[src/rtl/wptr_full_ctrl.sv]
// -----------------------------------------------------------------------------
// wptr_full_ctrl
//
// Write-domain pointer and flag controller for an asynchronous FIFO. It owns
// the write pointer (binary and gray) and decides, from the read pointer
// already synchronised into clk_in, whether the FIFO is full, almost full,
// how many entries are occupied, and whether a write was ever refused.
//
// Producer handshake:
//   winc is the producer's write request. A write is accepted in a cycle
//   exactly when wen is high (winc & ~full & ~flush). The producer must keep
//   winc and its data stable until it sees wen high at a clk_in edge. A
//   request made while full is refused and latches the sticky overflow flag.
//   A request made during flush is dropped and does not count as overflow.
//
// Parameters:
//   depth      address bits; the FIFO holds 2**depth entries and the
//              pointers are depth+1 bits wide (extra wrap bit)
//   AF_THRESH  almost_full threshold, 1..2**depth entries
//
// Ports:
//   clk_in       in   write-domain clock
//   reset        in   asynchronous, active-high reset
//   flush        in   synchronous clear of all write-side state
//   winc         in   write request from producer
//   r2wsync_ff2  in   gray read pointer, synchronised to clk_in
//   wen          out  RAM write enable (combinational)
//   waddr        out  RAM write address, low depth bits of the binary pointer
//   wptr         out  registered gray write pointer (to the wr->rd synchroniser)
//   full         out  registered full flag
//   almost_full  out  registered, fill level >= AF_THRESH
//   wlevel       out  registered fill level seen from the write side
//   overflow     out  sticky: a write was attempted while full
// -----------------------------------------------------------------------------
module wptr_full_ctrl #(
    parameter int depth     = 7,
    parameter int AF_THRESH = 120
) (
    input  logic             clk_in,
    input  logic             reset,
    input  logic             flush,
    input  logic             winc,
    input  logic [depth:0]   r2wsync_ff2,
    output logic             wen,
    output logic [depth-1:0] waddr,
    output logic [depth:0]   wptr,
    output logic             full,
    output logic             almost_full,
    output logic [depth:0]   wlevel,
    output logic             overflow
);

    // Threshold narrowed to the level width; 2**depth still fits in depth+1 bits.
    localparam logic [depth:0] AF_LVL = (depth+1)'(AF_THRESH);

    logic [depth:0] wbin;        // binary write pointer
    logic [depth:0] wbin_next;
    logic [depth:0] wgray_next;
    logic [depth:0] rbin;        // synchronised read pointer, back in binary
    logic [depth:0] full_tgt;    // gray value wptr would hold when exactly full
    logic [depth:0] level_next;
    logic           full_next;
    logic           af_next;

    // A write is taken only when there is room and no flush is in progress.
    assign wen   = winc & ~full & ~flush;
    assign waddr = wbin[depth-1:0];

    // Pointer advance wraps naturally through all 2**(depth+1) codes.
    assign wbin_next  = wbin + {{depth{1'b0}}, wen};
    assign wgray_next = (wbin_next >> 1) ^ wbin_next;

    // Gray to binary: each binary bit is the XOR of all gray bits at or above it.
    always_comb begin
        rbin = '0;
        for (int i = 0; i <= depth; i++) begin
            rbin[i] = ^(r2wsync_ff2 >> i);
        end
    end

    // Full when the write pointer is exactly one lap ahead of the read pointer.
    // In gray code that means the top two bits are inverted and the rest equal.
    generate
        if (depth == 1) begin : g_full_tgt_d1
            assign full_tgt = ~r2wsync_ff2;
        end else begin : g_full_tgt
            assign full_tgt = {~r2wsync_ff2[depth:depth-1], r2wsync_ff2[depth-2:0]};
        end
    endgenerate

    // Level is computed against the possibly stale read pointer, so it can only
    // over-report occupancy; full and level fall only when the read pointer moves.
    assign level_next = wbin_next - rbin;
    assign full_next  = (wgray_next == full_tgt);
    assign af_next    = (level_next >= AF_LVL);

    always_ff @(posedge clk_in or posedge reset) begin
        if (reset) begin
            wbin        <= '0;
            wptr        <= '0;
            wlevel      <= '0;
            full        <= 1'b0;
            almost_full <= 1'b0;
            overflow    <= 1'b0;
        end else if (flush) begin
            // Held cleared for as long as flush stays high.
            wbin        <= '0;
            wptr        <= '0;
            wlevel      <= '0;
            full        <= 1'b0;
            almost_full <= 1'b0;
            overflow    <= 1'b0;
        end else begin
            wbin        <= wbin_next;
            wptr        <= wgray_next;
            wlevel      <= level_next;
            full        <= full_next;
            almost_full <= af_next;
            // Refused request: pointer is untouched, the error is remembered.
            if (winc && full) begin
                overflow <= 1'b1;
            end
        end
    end

endmodule

[config.mk]
export PLATFORM = sky130hd
export DESIGN_NAME = wptr_full_ctrl
export DESIGN_NICKNAME = d
export VERILOG_FILES = /design/src/rtl/wptr_full_ctrl.sv
export SDC_FILE = /design/constraint.sdc
export NUM_CORES = 1
export LEC_CHECK = 0
export ABC_AREA = 0
export BUFFER_PORTS_ARGS = -buffer_cell sky130_fd_sc_hd__buf_4
export CORE_UTILIZATION = 54
export DETAILED_ROUTE_END_ITERATION = 10
export GPL_TIMING_DRIVEN = 0
export PLACE_DENSITY = 0.79
export SLEW_MARGIN = 25
export SYNTH_ARGS = -nofsm -noshare
export SYNTH_HDL_FRONTEND = slang
export SYNTH_SLANG_ARGS = --single-unit
[constraint.sdc]
create_clock -name clk_in -period 3.3 [get_ports clk_in]
set_input_delay 0.165 -clock clk_in [delete_from_list [all_inputs] [get_ports clk_in]]
set_output_delay 0.165 -clock clk_in [all_outputs]
set_load 0.005 [all_outputs]
==> results.json, run 1 <==
{
  "synthFlopType": "dfrtp_1",
  "grt_max_degree": 27,
  "crit_path_cell_trace": "nor3b_2 -> ha_1 -> buf_2 -> a21boi_0 -> nor2_1 -> inv_1 -> ha_1 -> a21oi_1 -> and3_1 -> buf_2 -> mux2i_1 -> nand3_1 -> a41o_1",
  "synth_seq_cells": 26,
  "cts_tree": "yes",
  "path_clk_slew_ns": 0.15,
  "rows": 20,
  "syn_nets": 210,
  "drive_gt1_share_pct": 25.5,
  "seq_area_frac_synth_pct": 36.4,
  "synth_edf_count": 0,
  "cts_root_buffer": "clkbuf_4",
  "netlist.area_leader.share_pct": 36.4,
  "multi_input_area_um2": 1100,
  "fin_nets": 254,
  "async_flop_share_pct": 100,
  "num_vias": 1485,
  "routedWlPerCell_um": 14.3,
  "netlist_instances": 188,
  "hpwl_um": 3030,
  "insertion_delay_ns": 0.34,
  "cts_made_buffers": 3,
  "start_kind": "register",
  "n_antenna_cell": 0,
  "synth_area_leader_cell": "dfrtp_1",
  "grt_usage_pct": 24.6,
  "die_h_um": 59.5,
  "grt_overflow": 0,
  "min_period_ns": 3.12,
  "finalWorstSetupSlack_ns": 0.184,
  "cp-startpoint": "full$_DFF_PP0_",
  "drc": 0,
  "port_buffers": 38,
  "status": "complete, no violations",
  "clock_path_buffers": 2,
  "worstSetupEndpointType": "register",
  "yosys.cell_count.top_type": "dfrtp_1",
  "crit_fanout": 10,
  "ios": 39,
  "ys_types": 40,
  "viasPerCell": 5.40,
  "first_global_vias": 1435,
  "finalSetupViolations": 0,
  "preCtsSetupSlack_ns": -0.378,
  "place_inst": 270,
  "r2r_start": "full$_DFF_PP0_",
  "regArea_um2": 651,
  "power.static_leakage_nw": 1.14,
  "syn_to_final_growth_pct": 23.9,
  "finalMaxSlewViolations": 0,
  "syn_area_um2": 1790,
  "crit_required_ns": 3.53,
  "initial_core_util_pct": 57.6,
  "critical_path_class": "register to register",
  "die_area_um2": 3550,
  "crit_slowest_cell": "dfrtp_1",
  "cts_sinks": 26,
  "first_pass_iters": 4,
  "grt_first_pass_wirelength_um": 6400,
  "yosysWarnings": 0,
  "hp-start": "winc",
  "synth.area.top_cells": "dfrtp_1 36%, xor2_1 9.3%, xnor2_1 8.3%",
  "powerDensity_nw_per_um2": 388,
  "htreeDepth": 1,
  "fillers": 259,
  "drt_iter0_drc": 66,
  "gp_congestion": 0.869,
  "antenna_left": 0,
  "ys_top_cells_by_count": "26 x dfrtp_1, 20 x nor2_1, 19 x xor2_1",
  "worst_clock_skew_ns": 0.0120,
  "final_hold_viol_count": 0,
  "hp-class": "primary input to register",
  "slew_headroom_pct": 63.7,
  "die_width_um": 59.5,
  "layoutNonFillerInstCount": 275,
  "worst_slew_pin_slew_ns": 0.544,
  "arrival_ns": 3.35,
  "rsz0062_at_grt": "no",
  "peakVddDrop_mv": 0.274,
  "antenna_found_initial": 0,
  "fp.coreArea_um2": 3100,
  "final_util_pct": 71.4,
  "power_uw": 861,
  "period_share_pct": 94.4,
  "fmax_mhz": 321,
  "totalWireLength_um": 3940,
  "syn_avg_cell_area_um2": 9.51,
  "finalSetupTns_ns": 0,
  "critPathMaxStageDelay_ns": 0.43,
  "max_cap_viol_count": 0
}
==> cells by family after synthesis <==
kind of cell / synth area share (%)
buffers and inverters: 4.27
DFF: 36.4
AOI/OAI and AO/OA: 10.1
adders and majority gates: 7.42
xor gates and xnor gates: 21.3
muxes: 2.87
and+or+nand+nor: 17.6
==> registers in the layout, summed over array words and instances, names as in the netlist <==
signal,flops
almost_full,1
full,1
overflow,1
wbin,8
wlevel,8
wptr,7
==> area by class of cell <==
type                    count  area share, %
multi-input cells         143           49.6
flip-flops and latches     26           29.4
repair buffers             40           13.7
well taps                  44           2.48
inverters                  11           1.86
clock buffers               4           1.64
plain buffers               7           1.41
==> critical path, delay by kind of cell (launching register included) <==
family                   cells  cell delay [ns]
multiplexers                 1             0.21
AO/OA/AOI/OAI                3             0.69
flip-flops                   1             0.43
adder cells (fa/ha/maj)      2             0.51
buffers and inverters        3             0.43
AND/OR/NAND/NOR              4             0.73
==> per-layer routing <==
layer,up-vias,track usage (%),share of wire [%]
li1,715,-,-
met1,715,31.0,42
met2,40,41.4,50
met3,15,3.28,4.0
met4,0,12.0,3.5
met5,-,0,0
==> what timing repair did <==
| item | CTS | global route |
|---|---|---|
| hold buffers | 0 | 1 |
| setup buffers | 0 | 1 |
| endpoints found under the hold margin | 0 | 26 |
| cloned | 0 | 0 |
| gates resized for setup | 2 | 4 |
| pin swaps | 0 | 1 |
| endpoints found under the setup margin | 2 | 2 |
==> final timing paths <==
check	end	slack [ns]	cells past startpoint
setup / recovery	almost_full$_DFF_PP0_	0.18	13
hold / removal	overflow$_DFFE_PP0P_	0.07	3
setup reg to reg	almost_full$_DFF_PP0_	0.18	13
hold reg to reg	overflow$_DFFE_PP0P_	0.54	2
max in group asynchronous	wbin[4]$_DFF_PP0_	2.52	3
min in group asynchronous	wbin[5]$_DFF_PP0_	0.41	3
==> cell usage in the layout (no fill, tap or decap), types with 2 or more instances in the layout <==
cell type  synthesis  routed
and2_1             5       5
mux2i_1            4       4
ha_1               9       8
nor3_1             2       2
inv_1             11      10
a21o_1             2       2
nand3_1            7       7
clkbuf_4           0       3
and3_1             3       3
nor4_1             4       4
nand4_1            4       4
clkbuf_1           4       3
xor2_2             0       3
xnor2_1           17      16
a211oi_1           3       3
nor2b_1            4       4
a21oi_1           11      11
nor2_1            20      20
dfrtp_1           26      26
nand2b_1           3       3
xnor2_2            1       2
buf_4              0      39
buf_2              4       4
nand2_1            7       7
xor2_1            19      16
==> report_power, final <==
group	switching (mW)	internal, mW	leakage, nW
clock network	0.0987	0.0677	0.0210
logic	0.177	0.162	0.766
registers	0.00808	0.347	0.352
==> stage by stage <==
step                hold WS [ns]  cell area, um^2
detailed placement         0.417             2130
floorplan                  0.205             1790
global placement           0.402             2130
global route               0.104             2220
finish                    0.0668             2220
CTS                       0.0669             2180
No activity file was read; power rests on OpenSTA's default activity.
==> run 2: changes to the inputs <==
- CORE_MARGIN: not set -> 8
- CORE_UTILIZATION: 54 -> 55
- CTS_BUF_LIST: not set -> sky130_fd_sc_hd__clkbuf_8
- PLACE_DENSITY: 0.79 -> 0.81
- SKIP_CTS_REPAIR_TIMING: not set -> 1
==> results.json, run 2 (synthesis results as in run 1) <==
{
  "status": "complete, no violations",
  "fmax_mhz": 325,
  "multi_input_area_um2": 1100,
  "die_width_um": 73.0,
  "first_global_vias": 1531,
  "critical_path_class": "register to register",
  "grt_first_pass_wirelength_um": 7110,
  "grt_max_degree": 27,
  "cts_made_buffers": 3,
  "cts_tree": "yes",
  "worstSetupEndpointType": "register",
  "routedWlPerCell_um": 15.5,
  "n_antenna_cell": 0,
  "syn_to_final_growth_pct": 23.7,
  "powerDensity_nw_per_um2": 391,
  "period_share_pct": 93.1,
  "path_clk_slew_ns": 0.09,
  "crit_slowest_cell": "dfrtp_1",
  "mostFrequentLayoutCells": "38 x buf_4, 26 x dfrtp_1, 20 x nor2_1",
  "cp_top_family": "simple AND/OR/NAND/NOR gates",
  "dpl_cell_area_um2": 2130,
  "finalSetupViolations": 0,
  "fin_nets": 253,
  "final_hold_viol_count": 0,
  "drt_iter0_drc": 58,
  "fin_area_um2": 2210,
  "clock_path_buffers": 2,
  "fillers": 252,
  "cts_sinks": 26,
  "worst_slew_pin_slew_ns": 0.548,
  "grt_overflow": 0,
  "htreeDepth": 1,
  "fp.coreArea_um2": 3080,
  "largestRegisters": "wbin: 8 flops, wlevel: 8 flops, wptr: 7 flops",
  "peakVddDrop_mv": 0.243,
  "power.static_leakage_nw": 1.13,
  "drc": 0,
  "antenna_found_initial": 0,
  "crit_path_cell_trace": "nor3b_2 -> ha_1 -> buf_2 -> a21boi_0 -> nor2_1 -> inv_1 -> ha_1 -> a21oi_1 -> and3_1 -> buf_2 -> mux2_2 -> nand3_1 -> a41o_1",
  "hold_ws_ns": 0.144,
  "rows": 20,
  "crit_fanout": 10,
  "antenna_left": 0,
  "ios": 39,
  "critPathMaxStageDelay_ns": 0.41,
  "min_period_ns": 3.07,
  "arrival_ns": 3.28,
  "max_cap_viol_count": 0,
  "finalMaxSlewViolations": 0,
  "worst_clock_skew_ns": 0.00551,
  "hpwl_um": 3190,
  "first_pass_iters": 4,
  "die_area_um2": 5330,
  "start_kind": "register",
  "gp_congestion": 0.889,
  "regArea_um2": 651,
  "viasPerCell": 5.47,
  "crit_required_ns": 3.51,
  "path_buf_inv": 3,
  "initial_core_util_pct": 58.1,
  "die_h_um": 73.0,
  "hp-class": "primary input to register",
  "totalWireLength_um": 4220,
  "cts_root_buffer": "clkbuf_8",
  "grt_usage_pct": 16.6,
  "num_vias": 1492,
  "slew_headroom_pct": 63.4,
  "layout.cells.most_common": "buf_4",
  "insertion_delay_ns": 0.26,
  "rsz0062_at_grt": "no",
  "r2r_setup_slack_ns": 0.23,
  "drive_gt1_share_pct": 24.5,
  "port_buffers": 38
}
-- run 2: path summary, 6_finish.rpt --
| kind | depth (start not counted) | endpoint | start |
|---|---|---|---|
| setup / recovery | 13 | almost_full$_DFF_PP0_ | full$_DFF_PP0_ |
| hold / removal | 3 | overflow$_DFFE_PP0P_ | winc |
| setup reg to reg | 13 | almost_full$_DFF_PP0_ | full$_DFF_PP0_ |
| hold reg to reg | 2 | overflow$_DFFE_PP0P_ | overflow$_DFFE_PP0P_ |
| max in group asynchronous | 3 | wbin[3]$_DFF_PP0_ | reset |
| min in group asynchronous | 3 | wptr[5]$_DFF_PP0_ | reset |
-- run 2: report_power, final --
| group | total [mW] | internal [mW] | switching, mW |
|---|---|---|---|
| combinational | 0.333 | 0.159 | 0.174 |
| clock | 0.175 | 0.0817 | 0.0938 |
| sequential | 0.357 | 0.347 | 0.00984 |
| total | 0.865 | 0.587 | 0.278 |
-- run 2: stage by stage --
| step | instances | worst slack, ns | total power [mW] | TNS (ns) | util, % |
|---|---|---|---|---|---|
| after floorplan | 188 | 0.265 | 0.581 | 0 | - |
| after global placement | 270 | -0.189 | 0.678 | -0.240 | 69.1 |
| after detailed placement | 270 | -0.285 | 0.689 | -0.431 | 69.1 |
| after CTS | 273 | -0.116 | 0.864 | -0.116 | 70.5 |
| after global routing | 273 | 0.0358 | 0.924 | 0 | 71.8 |
| final | 273 | 0.226 | 0.865 | 0 | 71.8 |
-- run 2: final cells by class --
| class | instances | share of cell area, % |
|---|---|---|
| inverters | 11 | 1.87 |
| flip-flops and latches | 26 | 29.4 |
| plain buffers | 7 | 1.41 |
| well taps | 44 | 2.49 |
| repair buffers | 39 | 13.4 |
| multi-input cells | 143 | 49.6 |
| clock buffers | 3 | 1.87 |
-- run 2: routing by layer --
metal	wire length [um]	track usage (%)
met1	1750	19.7
met4	66	5.78
met2	2200	28.6
met5	0	0
met3	201	3.43
-- run 2: worst reg2reg max path: cells and delay by family, from the launching register on --
kind | cells | cell delay (ns)
DFF | 1 | 0.41
and+or+nand+nor | 4 | 0.77
buffers and inverters | 3 | 0.42
AOI/OAI and AO/OA | 3 | 0.57
muxes | 1 | 0.35
adders and majority gates | 2 | 0.51
==> run 3: changes to the inputs <==
- BUFFER_PORTS_ARGS: -buffer_cell sky130_fd_sc_hd__buf_4 -> -buffer_cell sky130_fd_sc_hd__buf_2
- clock period: 3.3 -> 3.2 ns (I/O delays scaled with it)
==> results.json, run 3 (synthesis results as in run 1) <==
{
  "power_uw": 975,
  "finalMaxSlewViolations": 0,
  "layout.cells.most_common": "buf_2",
  "status": "complete, no violations",
  "final_hold_viol_count": 0,
  "powerDensity_nw_per_um2": 440,
  "die_h_um": 73.0,
  "clkPwrFrac_pct": 28.3,
  "worst_slew_pin_slew_ns": 0.595,
  "netSwitchingPower_uw": 298,
  "mostFrequentLayoutCells": "41 x buf_2, 26 x dfrtp_1, 20 x nor2_1",
  "num_vias": 1466,
  "period_share_pct": 93.0,
  "insertion_delay_ns": 0.28,
  "ios": 39,
  "cp-startpoint": "flush",
  "die_width_um": 73.0,
  "worstSetupEndpointType": "register",
  "hpwl_um": 3010,
  "cts_root_buffer": "clkbuf_8",
  "arrival_ns": 3.19,
  "grt_max_degree": 27,
  "r2r_start": "full$_DFF_PP0_",
  "port_buffers": 38,
  "swShare_pct": 30.6,
  "grt_overflow": 0,
  "first_pass_iters": 4,
  "finalSetupViolations": 0,
  "n_antenna_cell": 0,
  "drive_gt1_share_pct": 27.3,
  "hp-start": "winc",
  "cts_made_buffers": 3,
  "start_kind": "primary input",
  "max_cap_viol_count": 0,
  "finalSetupTns_ns": 0,
  "cts_tree": "yes",
  "fmax_mhz": 336,
  "combPwrFrac_pct": 34.3,
  "syn_to_final_growth_pct": 23.8,
  "worst_clock_skew_ns": 0.00459,
  "viasPerCell": 5.33,
  "drt_iter0_drc": 93,
  "min_period_ns": 2.97,
  "power.static_leakage_nw": 1.15,
  "drc": 0,
  "path_clk_slew_ns": 0.09,
  "crit_fanout": 10,
  "rows": 20,
  "fin_nets": 254,
  "clock_path_buffers": 2,
  "totalWireLength_um": 3980,
  "seq_power_share_pct": 37.4,
  "antenna_left": 0,
  "gp_congestion": 0.829,
  "hp-class": "primary input to register",
  "preCtsSetupSlack_ns": -0.393,
  "hold_ws_ns": 0.145,
  "final_util_pct": 71.9,
  "initial_core_util_pct": 58.1,
  "fp.coreArea_um2": 3080,
  "critical_path_class": "primary input to register",
  "finalWorstSetupSlack_ns": 0.226,
  "die_area_um2": 5330,
  "antenna_found_initial": 0,
  "first_global_vias": 1519,
  "largestRegisters": "wbin: 8 flops, wlevel: 8 flops, wptr: 7 flops",
  "grt_usage_pct": 16.3,
  "p_int_uw": 676,
  "grt_first_pass_wirelength_um": 6990,
  "routedWlPerCell_um": 14.5,
  "crit_required_ns": 3.42,
  "htreeDepth": 1,
  "cts_sinks": 26,
  "slew_headroom_pct": 60.3,
  "peakVddDrop_mv": 0.357,
  "rsz0062_at_grt": "no"
}
==> run 3: metal layers <==
metal | up-vias | routed length (um) | global-route usage (%) | share of wire (%)
li1 | 715 | - | - | -
met1 | 713 | 1680 | 18.9 | 42
met2 | 31 | 2030 | 28.2 | 51
met3 | 7 | 210 | 4.40 | 5.3
met4 | 0 | 57 | 4.89 | 1.4
met5 | - | 0 | 0 | 0
==> run 3: final cells by class <==
class / count / area [um^2]
Clock buffer: 3 / 41.3
Timing Repair Buffer: 40 / 208
Tap cell: 44 / 55.1
Sequential cell: 26 / 651
Clock inverter: 1 / 30.0
Inverter: 11 / 41.3
Multi-Input combinational cell: 143 / 1150
Buffer: 7 / 33.8
Fill cell: 252 / 865
==> run 3: per-stage QoR <==
stage	std cells	cell area, um^2
after floorplan	188	1790
after global placement	270	2030
after detailed placement	270	2030
after CTS	274	2100
after global routing	275	2210
final	275	2210
==> run 3: worst paths after layout <==
kind / slack, ns / cells after the start / to
worst max-delay path: 0.23 / 15 / almost_full$_DFF_PP0_
worst max register to register: 0.23 / 13 / almost_full$_DFF_PP0_
worst min register to register: 0.51 / 2 / overflow$_DFFE_PP0P_
min in group asynchronous: 0.46 / 3 / wptr[6]$_DFF_PP0_
worst min-delay path: 0.15 / 3 / overflow$_DFFE_PP0P_
max in group asynchronous: 2.38 / 3 / wlevel[0]$_DFF_PP0_
==> run 3: power by group through the flow <==
stage	Combinational, mW	Sequential (mW)	Clock (mW)
finish	0.334	0.365	0.276
floorplan	0.222	0.377	0
detailed placement	0.316	0.371	0
CTS	0.319	0.365	0.281
global placement	0.306	0.371	0
global route	0.377	0.367	0.294
==> run 3: worst max-delay path, stage by stage <==
cell      delay (ns)
buf_2           0.11
clkbuf_1        0.47
nor3b_4         0.11
ha_1            0.22
clkbuf_4        0.18
and3b_1         0.22
nor2_1          0.19
inv_1           0.07
ha_1            0.33
a21oi_2         0.18
and3_1          0.16
buf_2           0.16
mux2_2          0.35
nand3_1         0.09
a41o_1          0.18
